===== config.mk =====
export PLATFORM = sky130hd
export DESIGN_NAME = mips_multicycle_control_flat
export DESIGN_NICKNAME = d
export VERILOG_FILES = /design/src/rtl/mips_multicycle_control_if.sv /design/src/rtl/mips_multicycle_control.sv /design/src/flat_wrapper.sv
export SDC_FILE = /design/constraint.sdc
export NUM_CORES = 1
export LEC_CHECK = 0
export CORE_AREA = 5 5 42 44
export CTS_BUF_LIST = sky130_fd_sc_hd__clkbuf_4 sky130_fd_sc_hd__clkbuf_8
export CTS_CLUSTER_DIAMETER = 40
export DETAILED_ROUTE_END_ITERATION = 8
export DIE_AREA = 0 0 47 49
export DONT_BUFFER_PORTS = 1
export GPL_ROUTABILITY_DRIVEN = 0
export GPL_TIMING_DRIVEN = 0
export PLACE_DENSITY = 0.61
export SETUP_SLACK_MARGIN = 0.2
export SLEW_MARGIN = 20
export SYNTH_ARGS = -nofsm -noshare
export SYNTH_HDL_FRONTEND = slang
export SYNTH_SLANG_ARGS = --single-unit

===== constraint.sdc =====
create_clock -name clk -period 2.3 [get_ports clk]
set_input_delay 0.46 -clock clk [delete_from_list [all_inputs] [get_ports clk]]
set_output_delay 0.46 -clock clk [all_outputs]
set_load 0.03 [all_outputs]

===== src/rtl/mips_multicycle_control_if.sv =====
// mips_multicycle_control_if: control-unit <-> datapath bundle (opcode/mem_ready in, control lines out).
interface mips_multicycle_control_if #(parameter int STATE_W = 4);
  logic [5:0]         opcode;
  logic               mem_ready;
  logic               pc_write;
  logic               pc_write_cond;
  logic               i_or_d;
  logic               mem_read;
  logic               mem_write;
  logic               mem_to_reg;
  logic               ir_write;
  logic [1:0]         pc_source;
  logic [1:0]         ALU_op;
  logic               alu_src_a;
  logic [1:0]         alu_src_b;
  logic               reg_write;
  logic               reg_dst;
  logic               illegal_op;
  logic [STATE_W-1:0] state_dbg;
  modport master (
    input  opcode, mem_ready,
    output pc_write, pc_write_cond, i_or_d, mem_read, mem_write, mem_to_reg, ir_write,
           pc_source, ALU_op, alu_src_a, alu_src_b, reg_write, reg_dst, illegal_op, state_dbg
  );
  modport slave (
    output opcode, mem_ready,
    input  pc_write, pc_write_cond, i_or_d, mem_read, mem_write, mem_to_reg, ir_write,
           pc_source, ALU_op, alu_src_a, alu_src_b, reg_write, reg_dst, illegal_op, state_dbg
  );
endinterface


===== src/rtl/mips_multicycle_control.sv =====
// mips_multicycle_control: multicycle MIPS main control FSM (fetch/decode/execute/mem/writeback).
module mips_multicycle_control #(
  parameter int WAIT_EN = 1,
  parameter int STATE_W = 4
) (
  input logic clk,
  input logic reset,
  mips_multicycle_control_if.master bus
);
  localparam logic [STATE_W-1:0] FETCH    = STATE_W'(0);
  localparam logic [STATE_W-1:0] DECODE   = STATE_W'(1);
  localparam logic [STATE_W-1:0] MEMADR   = STATE_W'(2);
  localparam logic [STATE_W-1:0] MEMREAD  = STATE_W'(3);
  localparam logic [STATE_W-1:0] MEMWB    = STATE_W'(4);
  localparam logic [STATE_W-1:0] MEMWRITE = STATE_W'(5);
  localparam logic [STATE_W-1:0] RTYPE_EX = STATE_W'(6);
  localparam logic [STATE_W-1:0] RTYPE_WB = STATE_W'(7);
  localparam logic [STATE_W-1:0] BEQ_EX   = STATE_W'(8);
  localparam logic [STATE_W-1:0] JUMP_EX  = STATE_W'(9);
  localparam logic [STATE_W-1:0] ADDI_EX  = STATE_W'(10);
  localparam logic [STATE_W-1:0] ADDI_WB  = STATE_W'(11);
  localparam logic [5:0] OP_R    = 6'b000000;
  localparam logic [5:0] OP_LW   = 6'b100011;
  localparam logic [5:0] OP_SW   = 6'b101011;
  localparam logic [5:0] OP_BEQ  = 6'b000100;
  localparam logic [5:0] OP_J    = 6'b000010;
  localparam logic [5:0] OP_ADDI = 6'b001000;
  logic [STATE_W-1:0] state, state_nx;
  logic rdy, legal, pw, pwc, irw, rw, mw, ill;
  assign rdy   = (WAIT_EN != 0) ? bus.mem_ready : 1'b1;
  assign legal = bus.opcode inside {OP_R, OP_LW, OP_SW, OP_BEQ, OP_J, OP_ADDI};
  always_ff @(posedge clk or posedge reset)
    if (reset) state <= FETCH;
    else state <= state_nx;
  always_comb begin
    state_nx       = FETCH;
    pw             = 1'b0;
    pwc            = 1'b0;
    irw            = 1'b0;
    rw             = 1'b0;
    mw             = 1'b0;
    ill            = 1'b0;
    bus.i_or_d     = 1'b0;
    bus.mem_read   = 1'b0;
    bus.mem_to_reg = 1'b0;
    bus.pc_source  = 2'b00;
    bus.ALU_op     = 2'b00;
    bus.alu_src_a  = 1'b0;
    bus.alu_src_b  = 2'b00;
    bus.reg_dst    = 1'b0;
    case (state)
      FETCH: begin
        bus.mem_read  = 1'b1;
        bus.alu_src_b = 2'b01;
        pw            = rdy;
        irw           = rdy;
        state_nx      = rdy ? DECODE : FETCH;
      end
      DECODE: begin
        bus.alu_src_b = 2'b11;
        ill           = !legal;
        state_nx      = (bus.opcode == OP_LW || bus.opcode == OP_SW) ? MEMADR :
                        (bus.opcode == OP_R)    ? RTYPE_EX :
                        (bus.opcode == OP_BEQ)  ? BEQ_EX   :
                        (bus.opcode == OP_J)    ? JUMP_EX  :
                        (bus.opcode == OP_ADDI) ? ADDI_EX  : FETCH;
      end
      MEMADR: begin
        bus.alu_src_a = 1'b1;
        bus.alu_src_b = 2'b10;
        state_nx      = (bus.opcode == OP_SW) ? MEMWRITE : MEMREAD;
      end
      MEMREAD: begin
        bus.mem_read = 1'b1;
        bus.i_or_d   = 1'b1;
        state_nx     = rdy ? MEMWB : MEMREAD;
      end
      MEMWB: begin
        rw             = 1'b1;
        bus.mem_to_reg = 1'b1;
      end
      MEMWRITE: begin
        mw         = 1'b1;
        bus.i_or_d = 1'b1;
        state_nx   = rdy ? FETCH : MEMWRITE;
      end
      RTYPE_EX: begin
        bus.alu_src_a = 1'b1;
        bus.ALU_op    = 2'b10;
        state_nx      = RTYPE_WB;
      end
      RTYPE_WB: begin
        rw          = 1'b1;
        bus.reg_dst = 1'b1;
      end
      BEQ_EX: begin
        bus.alu_src_a = 1'b1;
        bus.ALU_op    = 2'b01;
        bus.pc_source = 2'b01;
        pwc           = 1'b1;
      end
      JUMP_EX: begin
        pw            = 1'b1;
        bus.pc_source = 2'b10;
      end
      ADDI_EX: begin
        bus.alu_src_a = 1'b1;
        bus.alu_src_b = 2'b10;
        state_nx      = ADDI_WB;
      end
      ADDI_WB: rw = 1'b1;
      default: ;
    endcase
  end
  // reset suppresses every side effect even though FETCH still decodes mem_read
  assign bus.pc_write      = pw & ~reset;
  assign bus.pc_write_cond = pwc & ~reset;
  assign bus.ir_write      = irw & ~reset;
  assign bus.reg_write     = rw & ~reset;
  assign bus.mem_write     = mw & ~reset;
  assign bus.illegal_op    = ill & ~reset;
  assign bus.state_dbg     = state;
endmodule

===== src/flat_wrapper.sv =====
// flat-port wrapper written by rule: the top's interface ports become plain ports
module mips_multicycle_control_flat 
#(
  parameter int WAIT_EN = 1,
  parameter int STATE_W = 4
)
  (clk, reset, bus_opcode, bus_mem_ready, bus_pc_write, bus_pc_write_cond, bus_i_or_d, bus_mem_read, bus_mem_write, bus_mem_to_reg, bus_ir_write, bus_pc_source, bus_ALU_op, bus_alu_src_a, bus_alu_src_b, bus_reg_write, bus_reg_dst, bus_illegal_op, bus_state_dbg);
  mips_multicycle_control_if #(.STATE_W(STATE_W)) bus_i ();
  input logic clk;
  input logic reset;
  input wire logic [$bits(bus_i.opcode)-1:0] bus_opcode;
  input wire logic [$bits(bus_i.mem_ready)-1:0] bus_mem_ready;
  output wire logic [$bits(bus_i.pc_write)-1:0] bus_pc_write;
  output wire logic [$bits(bus_i.pc_write_cond)-1:0] bus_pc_write_cond;
  output wire logic [$bits(bus_i.i_or_d)-1:0] bus_i_or_d;
  output wire logic [$bits(bus_i.mem_read)-1:0] bus_mem_read;
  output wire logic [$bits(bus_i.mem_write)-1:0] bus_mem_write;
  output wire logic [$bits(bus_i.mem_to_reg)-1:0] bus_mem_to_reg;
  output wire logic [$bits(bus_i.ir_write)-1:0] bus_ir_write;
  output wire logic [$bits(bus_i.pc_source)-1:0] bus_pc_source;
  output wire logic [$bits(bus_i.ALU_op)-1:0] bus_ALU_op;
  output wire logic [$bits(bus_i.alu_src_a)-1:0] bus_alu_src_a;
  output wire logic [$bits(bus_i.alu_src_b)-1:0] bus_alu_src_b;
  output wire logic [$bits(bus_i.reg_write)-1:0] bus_reg_write;
  output wire logic [$bits(bus_i.reg_dst)-1:0] bus_reg_dst;
  output wire logic [$bits(bus_i.illegal_op)-1:0] bus_illegal_op;
  output wire logic [$bits(bus_i.state_dbg)-1:0] bus_state_dbg;
  assign bus_i.opcode = bus_opcode;
  assign bus_i.mem_ready = bus_mem_ready;
  assign bus_pc_write = bus_i.pc_write;
  assign bus_pc_write_cond = bus_i.pc_write_cond;
  assign bus_i_or_d = bus_i.i_or_d;
  assign bus_mem_read = bus_i.mem_read;
  assign bus_mem_write = bus_i.mem_write;
  assign bus_mem_to_reg = bus_i.mem_to_reg;
  assign bus_ir_write = bus_i.ir_write;
  assign bus_pc_source = bus_i.pc_source;
  assign bus_ALU_op = bus_i.ALU_op;
  assign bus_alu_src_a = bus_i.alu_src_a;
  assign bus_alu_src_b = bus_i.alu_src_b;
  assign bus_reg_write = bus_i.reg_write;
  assign bus_reg_dst = bus_i.reg_dst;
  assign bus_illegal_op = bus_i.illegal_op;
  assign bus_state_dbg = bus_i.state_dbg;
  mips_multicycle_control #(.WAIT_EN(WAIT_EN), .STATE_W(STATE_W)) u_core (.clk(clk), .reset(reset), .bus(bus_i));
endmodule

==> reports/summary.txt, run 1 <==
Post-DRT Antenna Nets = 0
I/O pin cnt = 30
CTS Hold Buffers Added = 0
PortBufs = 0
Setup crit start = u_core.bus.state_dbg[3]
final non-filler cell total = 98
critical path startpoint category = flip-flop
area of the multi-input gates = 534.3 µm²
setup TNS = 0 ns
Largest register FFs = 4
fraction of layout instances using a drive strength above 1 = 43.90%
die width = 47 µm
Syn. warnings = 0
leading post-synthesis cells by cell area = dfrtp_1, nor3_1, nor2_1, nand2b_1, a21oi_1
DP Wirelength = 1106 µm
layout net count = 93
Row Count = 14
Yosys reg bits = 4
PwrDens = 1351 nW/µm²
Post-synth EDFFs = 0
Pleak = 0.0002705 µW
Mapped Cells = 77
critical path class = reg -> out
skew final = 0.001048 ns
Final period util = 93.07%
TritonCTS Buffers = 3
largest net degree at the start of global routing = 11
Final setup viols = 0
commonest non-fill, non-tap cell in the layout = nor2_1
RR Startpoint = u_core.bus.state_dbg[3]
vias in the first global route = 546
vias per inst = 5.765
Worst Path Max Fanout = 9
maximum vdd drop = 0.0005856 V
DR iter-0 viols = 8
CTS H-tree depth = 1
worst skew pair latency = 0.23 ns
Total GRT Usage = 13.82%
FF-to-FF End = u_core.bus.state_dbg[1]
Die Height = 49 µm
DRT Wirelength = 1478 µm
DR vias = 565
first-pass GRT wire length = 2387 µm
register area = 105.1 µm²
Placed Cells = 93
Synth Flop Type = dfrtp_1
initial core utilization = 39.55%
sequential area share after synthesis = 18.06%
fill count = 140
post-DR wirelength/cell = 15.08 µm
Worst Reg-to-Reg Cells = 6
ant diodes = 0
Final Hold Fails = 0
outcome = completed
Register-to-Register Setup Slack = 0.77 ns
worst relative slew slack = 63.43%
syn avg cell area = 7.198 µm²
crit end category = output pin
syn nets = 86
Final Util = 55.00%
worst-margin pin slew = 0.5466 ns
initial antenna violation count = 0
synth-to-layout area growth = 39.05%
grt ovf = 0
Synth top area share = 18.06%
FMAX = 467.1 MHz
DRC viols = 0
worst-case clock buffer depth = 2
most frequent cells in the layout = nor2_1, o21ai_0
Detailed Routing Iterations Pass 1 = 4
RSZ-0062 raised after global routing = true
clk sinks = 4
Root Driver = clkbuf_4
TritonCTS clock tree = done
Clock transition at path regs = 0.04 ns
Placeable Area = 1401 µm²
min-delay worst type = in -> async
Post-Syn Area = 554.3 µm²
post-synth cell types = 31
crit path time final = 2.141 ns
maxcap violations = 0
critical path arrival = 1.68 ns
Req. time, crit path = 1.84 ns
fraction of registers with async set/reset = 100.0%
Die Area = 2303 µm²
top cell type by total area after synthesis = dfrtp_1
Max Slew Vio Count = 0
## logic make-up (layout without fill, tap and decap cells)
| group | after synthesis | count (layout) | share of synthesized area (%) |
|---|---|---|---|
| AND/OR/NAND/NOR | 42 | 42 | 44.47 |
| buffers and inverters | 9 | 14 | 10.61 |
| flip-flops | 4 | 4 | 18.06 |
| XOR/XNOR | 2 | 2 | 3.161 |
| AO/OA/AOI/OAI | 20 | 20 | 23.70 |
## critical path, stage by stage, from the launching register on
cell and delay (ns):
dfrtp_2 0.48, buf_6 0.15, or2_1 0.21, buf_6 0.15, nor4_4 0.45
## per-stage QoR
stage,setup slack (ns),hold slack [ns],power (µW),instance area [µm²]
CTS,0.1313,0.02508,1024,743.2
global placement,-0.04152,0.2642,774.6,608.1
global route,0.1108,0.02311,1112,770.7
finish,0.1593,0.02869,1041,770.7
detailed placement,-0.05565,0.2696,781.1,608.1
floorplan,0.1068,0.2345,707.3,588.1
## layer usage
metal	track usage (%)	wire length [µm]	up-vias
li1	-	-	292
met1	15.89	634	256
met2	22.17	731	17
met3	7.380	112	0
met4	2.765	0	0
met5	0	0	-
## Yosys cell counts (2+ instances only)
library cell	n
nor4_1	4
nand2b_1	5
buf_2	5
o211ai_1	2
o21a_1	2
dfrtp_1	4
nor2_1	10
nand2_1	3
a21oi_1	5
o21ai_0	5
and3_1	2
nor3_1	8
nor3b_1	3
buf_6	2
## report_power, final
part / total, µW / internal [µW] / leakage (µW) / switching, µW
Clock: 88.2 / 58.4 / 0.0000138 / 29.8
Sequential: 166 / 98.9 / 0.0000467 / 66.9
Combinational: 787 / 276 / 0.000210 / 511
## cell type report
cell class	count	share of cell area, %
Sequential cell	4	13.64
Timing Repair Buffer	2	1.623
Multi-Input combinational cell	64	69.32
Tap cell	16	2.597
Buffer	8	9.416
Clock buffer	3	2.922
Inverter	1	0.4870
## worst max path at each step
stage,to,slack (ns),cells after the start
2_1_floorplan,bus_reg_write,0.11,4
3_3_place_gp,bus_reg_write,-0.04,4
3_5_place_dp,bus_reg_write,-0.06,4
4_1_cts,bus_illegal_op,0.13,4
5_1_grt,bus_illegal_op,0.11,4
6_report,bus_illegal_op,0.16,4
## what timing repair did
| item | CTS | global route |
|---|---|---|
| cloned | 0 | 1 |
| setup endpoints to repair | 17 | 9 |
| pin swaps | 4 | 4 |
| resized for setup | 28 | 3 |
| buffers inserted | 0 | 1 |
(Power assumes the default switching activity.)
==> inputs of run 2 (changes only) <==
- PLACE_DENSITY: 0.61 -> not set
- PLACE_DENSITY_LB_ADDON: not set -> 0.25
==> reports/summary.txt, run 2 (synthesized netlist as in run 1, its figures left out) <==
Die Area = 2303 µm² (unchanged)
crit path time final = 2.120 ns (-0.02079 ns)
Clock transition at path regs = 0.04 ns (about the same)
fraction of layout instances using a drive strength above 1 = 47.06% (+3.2 points)
Buf/Inv on CP = 1 (-1)
met2 global-route usage = 24.21% (+2.0 points)
first-pass GRT wire length = 2566 µm (+7.5%)
ant diodes = 0 (unchanged)
commonest non-fill, non-tap cell in the layout = buf_4
worst skew pair latency = 0.23 ns (about the same)
PortBufs = 0 (unchanged)
crit-path cells = buf_4, nand2b_4, nor3_4, o21a_4
Post-DRT Antenna Nets = 0 (unchanged)
Final setup viols = 0 (unchanged)
DRC viols = 0 (unchanged)
Worst Path Max Fanout = 10 (+1)
Detailed Routing Iterations Pass 1 = 2 (-2)
vias in the first global route = 572 (+4.8%)
Placeable Area = 1401 µm² (unchanged)
Placed Cells = 93 (unchanged)
critical path arrival = 1.66 ns (-0.02 ns)
TritonCTS clock tree = done
critical path class = reg -> out
delay-heaviest family, CP = simple AND/OR/NAND/NOR gates
Worst Reg-to-Reg Cells = 7 (+1)
Final Instance Area = 793.3 µm² (+2.9%)
RSZ-0062 raised after global routing = true
Largest register FFs = 4 (unchanged)
area post-placement = 608.1 µm² (unchanged)
critical path startpoint category = flip-flop
die width = 47 µm (unchanged)
PwrDens = 1338 nW/µm² (-0.95%)
Root Driver = clkbuf_4
met3 Usage GRT = 3.690% (-3.7 points)
post-DR wirelength/cell = 15.39 µm (+2.0%)
DR vias = 579 (+2.5%)
final non-filler cell total = 101 (+3.1%)
DP Wirelength = 1123 µm (+1.6%)
GR peak layer = met2
Final period util = 92.17% (-0.90 points)
CTS H-tree depth = 1 (unchanged)
crit end category = output pin
Max Slew Vio Count = 0 (unchanged)
initial antenna violation count = 0 (unchanged)
min-delay worst type = in -> async
I/O pin cnt = 30 (unchanged)
FF-to-FF End = u_core.bus.state_dbg[1]
worst relative slew slack = 63.72% (+0.30 points)
maxcap violations = 0 (unchanged)
FMAX = 471.7 MHz (+0.98%)
worst-case clock buffer depth = 2 (unchanged)
Die Height = 49 µm (unchanged)
RR Startpoint = u_core.bus.state_dbg[3]
largest net degree at the start of global routing = 11 (unchanged)
layout net count = 96 (+3.2%)
initial core utilization = 39.55% (unchanged)
skew final = 0.002490 ns (+0.001442 ns)
grt ovf = 0 (unchanged)
DR iter-0 viols = 8 (unchanged)
Total GRT Usage = 14.47% (+0.64 points)
Pleak = 0.0002857 µW (+5.6%)
maximum vdd drop = 0.0005618 V (-4.0%)
TritonCTS Buffers = 3 (unchanged)
Req. time, crit path = 1.84 ns (about the same)
DRT Wirelength = 1554 µm (+5.1%)
CP max stage cell = dfrtp_2
Final Hold Fails = 0 (unchanged)
outcome = completed
Row Count = 14 (unchanged)
worst-margin pin slew = 0.5412 ns (-0.005390 ns)
synth-to-layout area growth = 43.12%
most frequent cells in the layout = buf_4, nor2_1, o21ai_0
vias per inst = 5.733 (-0.57%)
clk sinks = 4 (unchanged)
M1 GR Usage = 17.48% (+1.6 points)
Register-to-Register Setup Slack = 0.61 ns (-0.16 ns)
crit-path max cell delay = 0.46 ns (-0.02 ns)
## run 2: area by class of cell
cell class	count	area (µm²)
Inverter	1	3.754
Fill cell	142	608.1
Multi-Input combinational cell	64	531.8
Sequential cell	4	105.1
Buffer	8	72.57
Clock buffer	3	22.52
Tap cell	16	20.02
Timing Repair Buffer	5	37.54
## run 2: metrics by stage
| stage | setup TNS, ns | utilization, % | hold slack [ns] | power, µW | worst slack, ns |
|---|---|---|---|---|---|
| after detailed placement | -0.04522 | 43.39 | 0.2640 | 782.6 | -0.04522 |
| final | 0 | 56.61 | 0.02619 | 1061 | 0.1801 |
| after global routing | 0 | 56.61 | 0.03608 | 1131 | 0.1133 |
| after floorplan | 0 | - | 0.2345 | 707.3 | 0.1068 |
| after global placement | -0.03859 | 43.39 | 0.2610 | 774.2 | -0.03859 |
| after CTS | 0 | 55.00 | 0.02465 | 1045 | 0.1666 |
## run 2: worst max-delay path by stage
stage	startpoint	slack [ns]	depth (start not counted)	end
final	u_core.bus.state_dbg[2]	0.18	4	bus_reg_write
after global routing	u_core.bus.state_dbg[2]	0.11	4	bus_reg_write
after CTS	u_core.bus.state_dbg[2]	0.17	4	bus_reg_write
after detailed placement	u_core.bus.state_dbg[2]	-0.05	4	bus_reg_write
after global placement	u_core.bus.state_dbg[2]	-0.04	4	bus_reg_write
after floorplan	u_core.bus.state_dbg[2]	0.11	4	bus_reg_write
## run 2: per-layer routing
layer  share of wire, %  up-vias
met5                  0        -
met4                  0        0
met3                6.9        0
met2                 55       17
met1                 38      262
li1                   -      300
## run 2: timing repair
action                                  in CTS  in global routing
setup buffers                                4                  1
resized for setup                           27                  4
hold buffers                                 0                  0
endpoints found under the setup margin      17                  7
pin swaps                                    5                  3
## run 2: where the power goes
group	switching (µW)	internal, µW	leakage (µW)
logic	518	292	0.000225
clock network	26.4	58.2	0.0000138
registers	67.3	99.0	0.0000467
total	612	450	0.000286
==> edit 1, RTL diff (settings of run 2) <==
`WAIT_EN` is set to 1 in 2 places; all go to 0.
--- a/src/rtl/mips_multicycle_control.sv
+++ b/src/rtl/mips_multicycle_control.sv
@@ -1,6 +1,6 @@
 // mips_multicycle_control: multicycle MIPS main control FSM (fetch/decode/execute/mem/writeback).
 module mips_multicycle_control #(
-  parameter int WAIT_EN = 1,
+  parameter int WAIT_EN = 0,
   parameter int STATE_W = 4
 ) (
   input logic clk,
--- a/src/flat_wrapper.sv
+++ b/src/flat_wrapper.sv
@@ -1,7 +1,7 @@
 // flat-port wrapper written by rule: the top's interface ports become plain ports
 module mips_multicycle_control_flat 
 #(
-  parameter int WAIT_EN = 1,
+  parameter int WAIT_EN = 0,
   parameter int STATE_W = 4
 )
   (clk, reset, bus_opcode, bus_mem_ready, bus_pc_write, bus_pc_write_cond, bus_i_or_d, bus_mem_read, bus_mem_write, bus_mem_to_reg, bus_ir_write, bus_pc_source, bus_ALU_op, bus_alu_src_a, bus_alu_src_b, bus_reg_write, bus_reg_dst, bus_illegal_op, bus_state_dbg);
Check against the original RTL: not equivalent (a bounded check fails within 4 cycles, from zero or initial values and one cycle with reset high).
==> edit 1 against run 2 <==
Total power fell by 28%. Cell count is 7.9% lower. Largest cell class unchanged. Sequential share of layout area increased by 0.45 points. Wire length shrank 0.39%. Final area decreased by 3.3%. Sequential power fell by 20%. Synthesized cell count down 9.1%. Worst setup slack gained 0.051 ns. Sequential cell count did not move. Worst hold slack got worse by 0.019 ns. Global-route usage increased by 0.52 points. Area after synthesis rose by 2.0%.
==> edit 1: results (changes against run 2) <==
.. list-table::
   :header-rows: 1

   * - Metric
     - Value
   * - Vias in the first global route
     - 556 (-2.8%)
   * - Max Clock Skew
     - 0.006395 ns (+0.003905 ns)
   * - Remaining max-slew budget at the tightest pin
     - 0.6327 (-0.004513)
   * - Worst Path Arrival
     - 1.61 ns (-0.05 ns)
   * - Detailed Place HPWL
     - 1.132 mm (+0.84%)
   * - Peak fanout along the critical path
     - 5 (-5)
   * - Detail Route met2 WL
     - 733 µm (-14%)
   * - Uppermost layer routed
     - met4
   * - Filler cell count
     - 131 (-7.7%)
   * - Met3 routing resource usage after global routing
     - 0.05166 (+0.01476)
   * - Maximum cell stage delay along the critical path
     - 0.49 ns (+0.03 ns)
   * - DR WL met3
     - 117 µm (+8.3%)
   * - Part of the Yosys area used for sequential elements
     - 0.1770 (-0.003596)
   * - Met1 wire length
     - 678 µm (+14%)
   * - Share of layout cells above drive strength 1
     - 0.5844 (+0.1138)
   * - Number of distinct library cell variants in the gate-level netlist after synthesis
     - 33 (+6.5%)
   * - Run status
     - finished, final reports clean
   * - DRT Wirelength
     - 1.548 mm (-0.39%)
   * - Via-to-Cell Ratio
     - 5.978 (+4.3%)
   * - Capture point of the worst path
     - bus_mem_to_reg
   * - Met2 track demand over resource
     - 0.2398 (-0.002262)
   * - Number of iterations in the first detailed-routing pass
     - 4 (+2)
   * - Biggest area contributors in the synthesized netlist
     - sky130_fd_sc_hd__dfrtp_1 18%, sky130_fd_sc_hd__buf_6 8.0%, sky130_fd_sc_hd__xor2_1 6.2%
   * - Global Route Usage Sum
     - 0.1498 (+0.005151)
   * - Worst-case vdd ir drop
     - 354.0 µV (-37%)
   * - Most frequent cells after synthesis
     - 9 x sky130_fd_sc_hd__nor2_1, 6 x sky130_fd_sc_hd__nor3_1
   * - Iteration-0 DRC Markers
     - 5 (-3)
   * - Met1 Resource Use GR
     - 0.1778 (+0.002999)
   * - Wire length of the first global-routing pass
     - 2.532 mm (-1.3%)
edit 1: changes by cell type after synthesis, moves of 3 or more:
| cell | before | now |
|---|---|---|
| sky130_fd_sc_hd__o21ai_0 | 5 | 2 |
| sky130_fd_sc_hd__nor3b_1 | 3 | 0 |
| sky130_fd_sc_hd__buf_2 | 5 | 1 |
| sky130_fd_sc_hd__a21oi_1 | 5 | 1 |
| sky130_fd_sc_hd__xor2_1 | 1 | 4 |
edit 1: cell families after synthesis:
logic type                 after synthesis  synth area share
DFF                                      4            0.1770
adders and majority gates                1           0.01770
buffers and inverters                   10            0.1349
xor gates and xnor gates                 5           0.07743
AOI/OAI and AO/OA                       11            0.1659
and+or+nand+nor                         39            0.4270
edit 1: worst min-delay path by stage:
| stage | start | endpoint | slack, ns |
|---|---|---|---|
| global route | reset | u_core.bus.state_dbg[1] | 0.01 |
| global placement | reset | u_core.bus.state_dbg[3] | 0.26 |
| CTS | reset | u_core.bus.state_dbg[1] | 0.008 |
| detailed placement | reset | u_core.bus.state_dbg[3] | 0.26 |
| floorplan | reset | u_core.bus.state_dbg[0] | 0.23 |
| finish | reset | u_core.bus.state_dbg[1] | 0.008 |
edit 1: worst register-to-register path, stage by stage (launching register included):
cell and delay [ns]:
sky130_fd_sc_hd__dfrtp_2 0.49, sky130_fd_sc_hd__buf_8 0.16, sky130_fd_sc_hd__buf_4 0.16, sky130_fd_sc_hd__buf_4 0.16
sky130_fd_sc_hd__nor3_2 0.14, sky130_fd_sc_hd__nand3_1 0.12, sky130_fd_sc_hd__o311ai_2 0.28
edit 1: power breakdown:
| group | switching (mW) | internal [mW] | total (mW) |
|---|---|---|---|
| combinational | 0.351 | 0.196 | 0.548 |
| sequential | 0.0435 | 0.0884 | 0.132 |
| clock | 0.0298 | 0.0584 | 0.0882 |
| total | 0.425 | 0.343 | 0.768 |
edit 1: through the flow:
step | power (mW) | setup slack, ns | hold slack (ns) | cell area [µm²] | instances
global placement | 0.5427 | 0.1754 | 0.2578 | 604.3 | 86
finish | 0.7680 | 0.2308 | 0.007506 | 767.0 | 93
global route | 0.8153 | 0.1601 | 0.01337 | 767.0 | 93
detailed placement | 0.5468 | 0.1547 | 0.2591 | 604.3 | 86
CTS | 0.7325 | 0.002000 | 0.007638 | 714.4 | 93
floorplan | 0.4979 | 0.2511 | 0.2312 | 584.3 | 70
edit 1: area by class of cell:
type	instances	area [µm²]	area share
sequential	4	105.1	0.1370
timing repair buffer	4	30.03	0.03915
tap	16	20.02	0.02610
clock buffer	3	22.52	0.02936
multi-input combinational	56	501.7	0.6542
buffer	7	76.32	0.09951
inverter	3	11.26	0.01468
edit 1: timing repair:
action	in CTS	in global routing
pin swaps	2	4
buffers inserted	4	0
setup endpoints to repair	14	16
gates resized for setup	16	13
==> edit 2, RTL diff (flow settings as in run 2) <==
Made on the original files. Make the reset (`reset`) synchronous in one clocked block.
--- a/src/rtl/mips_multicycle_control.sv
+++ b/src/rtl/mips_multicycle_control.sv
@@ -29,7 +29,7 @@
   logic rdy, legal, pw, pwc, irw, rw, mw, ill;
   assign rdy   = (WAIT_EN != 0) ? bus.mem_ready : 1'b1;
   assign legal = bus.opcode inside {OP_R, OP_LW, OP_SW, OP_BEQ, OP_J, OP_ADDI};
-  always_ff @(posedge clk or posedge reset)
+  always_ff @(posedge clk)
     if (reset) state <= FETCH;
     else state <= state_nx;
   always_comb begin
Formal check against the unedited RTL: differs if reset is asserted again (counterexample within 4 cycles, from zero or initial values and one cycle with reset high); with reset held inactive, the same outputs for 10 cycles.
==> edit 2 against run 2 <==
Sequential share of layout area shrank 1.7 points. Critical path type unchanged. Wire length is the same. Worst setup slack lost 0.012 ns. Sequential cell count is the same. Area after synthesis shrank 1.8%. Final area shrank 1.3%.
Power is left out: it rests on default switching activity, and per cell area and clock period it moved more than threefold.
==> edit 2: results (changes against run 2) <==
.. list-table::
   :header-rows: 1

   * - Metric
     - Value
   * - Run status
     - finished, final reports clean
   * - Pin count of the biggest net entering global routing
     - 11 (unchanged)
   * - Biggest area contributors in the synthesized netlist
     - sky130_fd_sc_hd__dfxtp_1 15%, sky130_fd_sc_hd__a21oi_1 8.3%, sky130_fd_sc_hd__nor3_1 8.3%
   * - Clock slew seen by the registers of the worst setup and hold paths
     - 0.04 ns (about the same)
   * - Cell with the biggest individual delay on the critical path
     - sky130_fd_sc_hd__nor4b_4
   * - Xor/xnor share of the synthesized area
     - 0.03218 (+0.0005812)
   * - Final hold slack
     - 0.4211 ns (+0.3949 ns)
   * - Maximum cell stage delay along the critical path
     - 0.47 ns
   * - Max Clock Skew
     - 0.002230 ns (-0.0002595 ns)
   * - Iteration-0 DRC Markers
     - 5 (-3)
   * - Source-to-sink clock delay at the later pin of the worst-skew pair
     - 0.24 ns
   * - Synthesized netlist net count
     - 93 (+8.1%)
   * - Area share of fa/ha/maj cells after synthesis
     - 0 (unchanged)
   * - Antenna diode instance count
     - 0 (unchanged)
   * - Number of iterations in the first detailed-routing pass
     - 4 (+2)
   * - Cell with the most instances after synthesis
     - sky130_fd_sc_hd__nor2_1
   * - Max reg flops
     - 4 (unchanged)
   * - Synth Instances
     - 84 (+9.1%)
   * - Part of the Yosys area used for sequential elements
     - 0.1471 (-0.03346)
   * - Post-route insts no fill
     - 103 (+2.0%)
   * - Detailed Place HPWL
     - 1.160 mm (+3.3%)
   * - Inserted Clock Buffers
     - 3 (unchanged)
   * - Post-CTS setup buffer count
     - 0 (-4)
   * - Peak fanout along the critical path
     - 9 (-1)
   * - Transition time at the pin with the least slew margin
     - 0.5955 ns (+0.05434 ns)
   * - Compound-cell area share of the yosys netlist
     - 0.2667 (+0.02965)
   * - Setup slack, reg-to-reg
     - 0.87 ns (+0.26 ns)
   * - Share of layout cells above drive strength 1
     - 0.4138 (-0.05680)
   * - Filler cell count
     - 130 (-8.5%)
   * - Number of warnings printed during yosys synthesis
     - 0 (unchanged)
   * - Global Route Usage Sum
     - 0.1407 (-0.003926)
   * - Worst Path Arrival
     - 1.67 ns
   * - Via-to-Cell Ratio
     - 6.165 (+7.5%)
   * - Tightest Hold Check Type
     - input pin to register
   * - Final Max Tran Viols
     - 0 (unchanged)
   * - Most frequent cells after synthesis
     - 12 x sky130_fd_sc_hd__nor2_1, 9 x sky130_fd_sc_hd__a21oi_1, 9 x sky130_fd_sc_hd__nor3_1
   * - Port-buffer cells
     - 0 (unchanged)
   * - Nets
     - 98 (+2.1%)
   * - Wire length of the first global-routing pass
     - 2.477 mm (-3.5%)
   * - Share of flip-flops with an asynchronous set or reset after synthesis
     - 0 (-1.000)
   * - Maximum buffer depth of the clock tree
     - 2 (unchanged)
   * - Avg WL per Cell
     - 15.09 µm (-1.9%)
   * - Vias in the first global route
     - 583 (+1.9%)
[edit 2: changes by cell type after synthesis, sizes merged, moves of 2 or more]
cell and delta:
a21oi +4, nor3 +2, clkbuf +4, buf -3, dfxtp +4, dfrtp -4, o21a -2, nor2 +2
a31oi +2
[edit 2: cell type report]
type | count | area (µm²) | area share
Clock buffer | 3 | 22.52 | 0.02875
Tap cell | 16 | 20.02 | 0.02556
Buffer | 9 | 75.07 | 0.09585
Sequential cell | 4 | 90.09 | 0.1150
Multi-Input combinational cell | 71 | 575.6 | 0.7348
[edit 2: cells by family after synthesis]
family,Yosys count
XOR/XNOR,2
flip-flops,4
AND/OR/NAND/NOR,46
AO/OA/AOI/OAI,23
buffers and inverters,9
[edit 2: layer usage]
layer  track usage  wire length, µm  up-vias
met5             0                0        -
met4       0.05530               19        0
met3       0.03690              113        2
met2        0.2489              790       20
met1        0.1491              631      291
li1              -                -      322
[edit 2: final timing paths]
path	startpoint	end	cells past startpoint
setup reg to reg	u_core.bus.state_dbg[2]	u_core.bus.state_dbg[1]	5
setup / recovery	u_core.bus.state_dbg[2]	bus_illegal_op	4
hold / removal	bus_opcode[1]	u_core.bus.state_dbg[0]	2
hold reg to reg	u_core.bus.state_dbg[2]	u_core.bus.state_dbg[2]	4
[edit 2: metrics by stage]
stage | setup slack, ns | area (µm²)
4_1_cts | 0.08400 | 750.7
6_report | 0.1682 | 783.3
2_1_floorplan | 0.06193 | 561.8
3_3_place_gp | -0.06316 | 581.8
3_5_place_dp | -0.07813 | 594.3
5_1_grt | 0.1035 | 783.3
[edit 2: worst max-delay path: cells and delay by family, from the launching register on]
kind / cells / cell delay [ns]
buffers and inverters: 1 / 0.18
flip-flops: 1 / 0.39
AND/OR/NAND/NOR: 3 / 0.86
[edit 2: what timing repair did]
action	CTS	global route
setup endpoints to repair	15	7
gates resized for setup	31	11
pin swaps	2	3
